==> config.mk <==
export PLATFORM = sky130hd
export DESIGN_NAME = fetch_unit
export DESIGN_NICKNAME = d
export VERILOG_FILES = /design/src/rtl/fetch_pkg.sv /design/src/rtl/pc_next_calc.sv /design/src/rtl/fetch_unit.sv
export SDC_FILE = /design/constraint.sdc
export NUM_CORES = 1
export LEC_CHECK = 0
export BUFFER_PORTS_ARGS = -buffer_cell sky130_fd_sc_hd__buf_2
export CORE_MARGIN = 1.5
export CORE_UTILIZATION = 51
export CTS_CLUSTER_DIAMETER = 120
export CTS_CLUSTER_SIZE = 40
export DETAILED_ROUTE_END_ITERATION = 16
export PLACE_DENSITY = 0.8
export RECOVER_POWER = 100
export SYNTH_ARGS = -nofsm -noshare
export SYNTH_HDL_FRONTEND = slang
export SYNTH_SLANG_ARGS = --single-unit
export TNS_END_PERCENT = 1
==> constraint.sdc <==
create_clock -name clk -period 4.3 [get_ports clk]
set_clock_uncertainty 0.05 [all_clocks]
set_input_delay 0.645 -clock clk [delete_from_list [all_inputs] [get_ports clk]]
set_output_delay 0.645 -clock clk [all_outputs]
set_load 0.01 [all_outputs]
==> src/rtl/fetch_pkg.sv <==
// Shared types and constants for the instruction fetch stage.
package fetch_pkg;

  typedef enum logic [1:0] {
    S_IDLE  = 2'd0,
    S_FETCH = 2'd1,
    S_HOLD  = 2'd2,
    S_ERR   = 2'd3
  } fetch_state_e;

  localparam logic [31:0] NOP_INSTR = 32'h0000_0013;
  localparam logic [31:0] PC_STEP   = 32'd4;

endpackage

==> src/rtl/pc_next_calc.sv <==
// Next-PC arithmetic: sequential step or PC-relative redirect, with alignment flag.
module pc_next_calc
  import fetch_pkg::*;
(
  input  logic [31:0] pc,
  input  logic [31:0] imm,
  input  logic        redirect,
  output logic [31:0] target,
  output logic        misaligned
);

  // 32-bit modulo add; carry out is intentionally dropped.
  assign target     = redirect ? (pc + imm) : (pc + PC_STEP);
  assign misaligned = |target[1:0];

endmodule

==> src/rtl/fetch_unit.sv <==
// Instruction fetch stage: PC register, imem ready handshake, hold-until-ack, redirect.
module fetch_unit
  import fetch_pkg::*;
#(
  parameter logic [31:0] RESET_PC = 32'h0000_0000
) (
  input  logic        clk,
  input  logic        rst,
  output logic        imem_req,
  output logic [31:0] imem_addr,
  input  logic        imem_ready,
  input  logic [31:0] imem_rdata,
  output logic [31:0] instr,
  output logic        instr_valid,
  output logic [31:0] pc,
  input  logic        instr_ack,
  input  logic        redirect,
  input  logic [31:0] imm,
  output logic        misalign_err,
  output logic [31:0] instret
);

  fetch_state_e state, state_nxt;
  logic [31:0]  target;
  logic         misaligned;
  logic         fetch_done;
  logic         retire;

  pc_next_calc u_pc_next (
    .pc         (pc),
    .imm        (imm),
    .redirect   (redirect),
    .target     (target),
    .misaligned (misaligned)
  );

  assign fetch_done = (state == S_FETCH) && imem_ready;
  assign retire     = (state == S_HOLD) && instr_ack;

  always_comb begin
    state_nxt = state;
    imem_req  = 1'b0;
    case (state)
      S_IDLE:  state_nxt = S_FETCH;
      S_FETCH: begin
        imem_req = 1'b1;
        if (imem_ready) state_nxt = S_HOLD;
      end
      S_HOLD:  if (instr_ack) state_nxt = misaligned ? S_ERR : S_FETCH;
      S_ERR:   state_nxt = S_ERR;
      default: state_nxt = S_IDLE;
    endcase
  end

  assign imem_addr = pc;

  always_ff @(posedge clk) begin
    if (rst) begin
      state        <= S_IDLE;
      pc           <= RESET_PC;
      instr        <= NOP_INSTR;
      instr_valid  <= 1'b0;
      misalign_err <= 1'b0;
      instret      <= '0;
    end else begin
      state <= state_nxt;
      if (fetch_done) begin
        instr       <= imem_rdata;
        instr_valid <= 1'b1;
      end
      if (retire) begin
        instret     <= instret + 32'd1;
        instr_valid <= 1'b0;
        // A misaligned target leaves pc pointing at the offending instruction.
        if (misaligned) misalign_err <= 1'b1;
        else            pc           <= target;
      end
    end
  end

endmodule
Yosys cells after proc, flatten, opt, wreduce, memory -nomap -nowiden. Index checks and enable logic that the tools add are counted.

Flip-flop bits (word level): 100. Input port bits: 69. Output and inout bits: 131. Word-level logic and storage cells: 29.

Add/subtract/negate cells: 3. Equal/unequal tests: 5. Mux-type cells: 6. Bitwise operators: 1. Reduce and logical (&&, ||, !) cells: 8.

Operator list (number): 32-bit by 1-bit adder with 32-bit output (second input constant) (1); 32-bit by 3-bit adder with 32-bit output (second input constant) (1); 32-bit adder (1); 32-bit 2-to-1 mux (1); 2-bit one-hot mux with 4 select lines (1); 2-bit 2-to-1 mux (3); 2-bit AND reduction (3); 2-bit equality test (second input constant) (2); 2-bit != test (second input constant) (2); 2-bit OR reduction (2); 2-bit by 1-bit equality test with 1-bit output (second input constant) (1); 1-bit logical AND (2); 2-bit zero test (1); 1-bit 2-to-1 mux (1); 1-bit inverter (1).

Depth between registers and ports, before layout.
Depth after elaboration: 6. Gate-level depth with buffers: 11. Depth with buffers taken out: 10.

Modules after synthesis. Synthesis repeated with hierarchy kept, for this count alone.

Cells, all modules: 883. Area, all modules: 6556.3 um2.

Modules (own cells, without submodules): fetch_unit (instances 1, cells each 510, area an instance 4088.9 um2, sequential area each 2001.9 um2); pc_next_calc (instances 1, cells each 373, area an instance 2467.4 um2, sequential area each 0.0 um2).

Least setup slack after synthesis. Ideal clock, no wire load.

Path kind: input port to flip-flop. From: in imm[0]. To: reg pc[16], in the netlist imem_addr[16]. Library setup time: 0.115 ns. Arrival time: 2.788 ns. Required time: 4.135 ns. Setup slack: 1.348 ns. Cell stages on the path: 10. Buffers on the path: 0. Cell sequence: ha_1 fa_1 a21o_1 a221oi_2 o21ai_1 a21oi_1 o21ai_2 a31oi_1 xor2_1 a2111oi_0.

Longest elaborated chain between the ends: 5.

RTL lines: from (decl) (line fetch_unit.sv:18) `input logic [31:0] imm,`; 32-bit adder (*) (line pc_next_calc.sv:13) `assign target = redirect ? (pc + imm) : (pc + PC_STEP);`; 32-bit 2-to-1 mux (*) (line pc_next_calc.sv:13); 2-bit OR reduction (line pc_next_calc.sv:14) `assign misaligned = |target[1:0];`; 1-bit inverter (no line); 2-bit AND reduction (no line); to (signal assigned) (line fetch_unit.sv:76) `else pc <= target;`; to (decl) (line fetch_unit.sv:15) `output logic [31:0] pc,`.

Mark *: on every way between the ends. The rest lies on a longest branch, timed or not. A chain may end at the register's enable or synchronous reset.

Final worst setup path.
From: reg pc[2], in the netlist imem_addr[2]. To: reg pc[28], in the netlist imem_addr[28].

Longest elaborated chain between the ends: 2. Elaborated cells on any way between the ends: 3. Classes of those cells: 2 x add/sub; 1 x mux.

RTL lines (line): 32-bit by 3-bit adder with 32-bit output or 32-bit adder (tied branches) (pc_next_calc.sv:13); 32-bit 2-to-1 mux (*) (pc_next_calc.sv:13).

Marks and branches as above.

==> run metrics <==
CP Data Required Time around 4400 ps; EDFF count, synth 0; Worst Setup End Kind register; # hold bufs at CTS 0; placed instance area just over 0.007 mm^2; post-route ant nets 0; instance count of the mapped netlist roughly 840; Routed WL 17.4 mm; synth top area cells dfxtp_1, a21oi_1, nand2_1; fin cells between 1,000 and 1,500; Rows 40; Final setup viols 0; share of Yosys cell area claimed by the top area cell type a little under a third; num ports 200; Yosys warnings 0; placed insts between 1,000 and 1,500; wire per inst around 15 um; actual slew at the worst max-slew pin between 1000 and 1500 ps; drt pass-1 iters 5; commonest non-fill, non-tap cell in the layout clkbuf_1; ys async rst share 0%; grt total ovfl 0; DRC marker count from the first detailed-route iteration between 500 and 600; Slew HR under 10%; final setup TNS 0 ps; die area ~0.013 mm^2; CTS clk-pin slew, worst paths 80 ps; max-cap viol count 0; # DRC 0; Fillers 1,224; status finished clean; largest net degree at the start of global routing 67; share of cells above drive strength 1 between 10% and 20%; clock sinks 100; die span in x approximately 120 um; Main synth FF type dfxtp_1; via count of the first global-routing pass about 5,700; Synth Register Bits 100; nets between 1,000 and 1,500; first-pass GRT wire length 27.7 mm; Slew Viols, Final 0; minimum clock period between 3000 and 4000 ps; Post-DP HPWL approximately 13 mm; RSZ-0062 raised after global routing no; syn nets about 940; Setup Buffers After CTS 0; Lkg Pwr ~2.9 nW; CP Max Fanout 8; crit share post-route around 79%; Final Cell Area between 0.007 and 0.008 mm^2; total number of vias roughly 6,500; post-cts resize count 0; Num CTS Buffers 9; Syn Std Cell Area 0.00642 mm^2; most frequent cells in the layout clkbuf_1, nand2_1, a21oi_1; GP Congestion slightly above 0.9; number of distinct library cells after synthesis just over 70; post-synthesis sequential area ratio a little under a third; Pwr Total 2.01 mW; slowest stage delay, CP just under 800 ps; crit path kind reg -> reg; diode count 0; total track usage about a quarter; Final Hold Fails 0; CTS tree yes; R2R setup slack 900 ps; Cell Pwr Density around 270 mW/mm^2; Max stage delay cell, worst path nor4_1; synthesis-to-layout area growth 14.7%; Starting Density between 50 and 60%; largest area contributor in the netlist dfxtp_1; mean area per synthesized cell just under 8 um^2; H-tree depth 3; worst-skew pair later-pin latency approximately 340 ps; worst-case vdd ir drop approximately 210 uV; Core Box Area approximately 0.012 mm^2; maximum root-to-sink buffer count 2; initial antenna violation count 0; Crit path max-delay family simple AND/OR/NAND/NOR gates; Die Ht roughly 120 um; root buffer cell clkbuf_16; Port Buf Inserts 199; vias per inst around 5.6; fmax 294 MHz; WP data arrival around 3500 ps; CP Launch Type register; worst hold path class reg -> reg; cell chain of the critical path ha_1 -> nand4_1 -> nor4_1 -> and2b_2 -> nand3_2 -> o311ai_0 -> a21oi_1 -> a41oi_1 -> o41ai_1; Buf/Inv on CP 0
[power breakdown]
part	leakage, nW	switching (mW)	internal (mW)
Sequential	0.810	0.0181	0.947
Clock	0.142	0.386	0.407
Combinational	1.91	0.155	0.0930
[cells in the mapped netlist, drive strengths merged (20+ instances only)]
library cell	number
nand2	127
a21oi	104
dfxtp	100
nor2	81
buf	42
o21ai	39
nand3	35
ha	33
clkbuf	30
xor2	29
xnor2	23
nor3	21
nand4	20
[layer usage]
layer  GRT usage, %  routed length [um]  up-vias
li1               -                   -     3256
met1           35.6                7930     2965
met2           39.8                7980      258
met3           4.74                1150       32
met4           8.81                 371        0
met5              0                   0        -
[final timing paths]
path | cells past startpoint | endpoint | start
hold / removal | 2 | instr[5] | instr[5]
hold reg to reg | 2 | instr[5] | instr[5]
setup / recovery | 9 | imem_addr[28] | imem_addr[2]
setup reg to reg | 9 | imem_addr[28] | imem_addr[2]
[sequential cells by signal, indices dropped and copies added, names as in the netlist]
| register | flops |
|---|---|
| instr | 32 |
| misalign_err | 1 |
| state | 2 |
| instret | 32 |
| imem_addr | 32 |
| instr_valid | 1 |
[worst min-delay path, cell delays in order, from the launching register on]
cell and delay [ps]:
dfxtp_1 310, nand2_1 50, a21oi_1 50
[layout make-up]
class                      count  area (um^2)  area share (%)
clock buffer                   9          225            3.06
clock inverter                 7         71.3           0.969
inverter                      15         56.3           0.765
multi-input combinational    648         3920            53.2
sequential                   100         2000            27.2
tap                          168          210            2.86
timing repair buffer         206          877            11.9
[cells by family after synthesis]
kind of cell | count (synthesis) | synth area share [%]
muxes | 2 | 0.312
buffers and inverters | 87 | 7.39
adders and majority gates | 34 | 6.75
AOI/OAI and AO/OA | 220 | 20.8
and+or+nand+nor | 340 | 26.5
xor gates and xnor gates | 52 | 7.10
DFF | 100 | 31.2
[stage by stage]
step | setup slack (ps) | hold WS, ps | util, %
2_1_floorplan | 1350 | 431 | -
3_3_place_gp | 1030 | 389 | 59.7
3_5_place_dp | 977 | 394 | 59.7
4_1_cts | 1270 | 405 | 62.2
5_1_grt | 685 | 420 | 60.5
6_report | 904 | 407 | 60.5
Note: power is estimated with default switching activity, not from simulation.
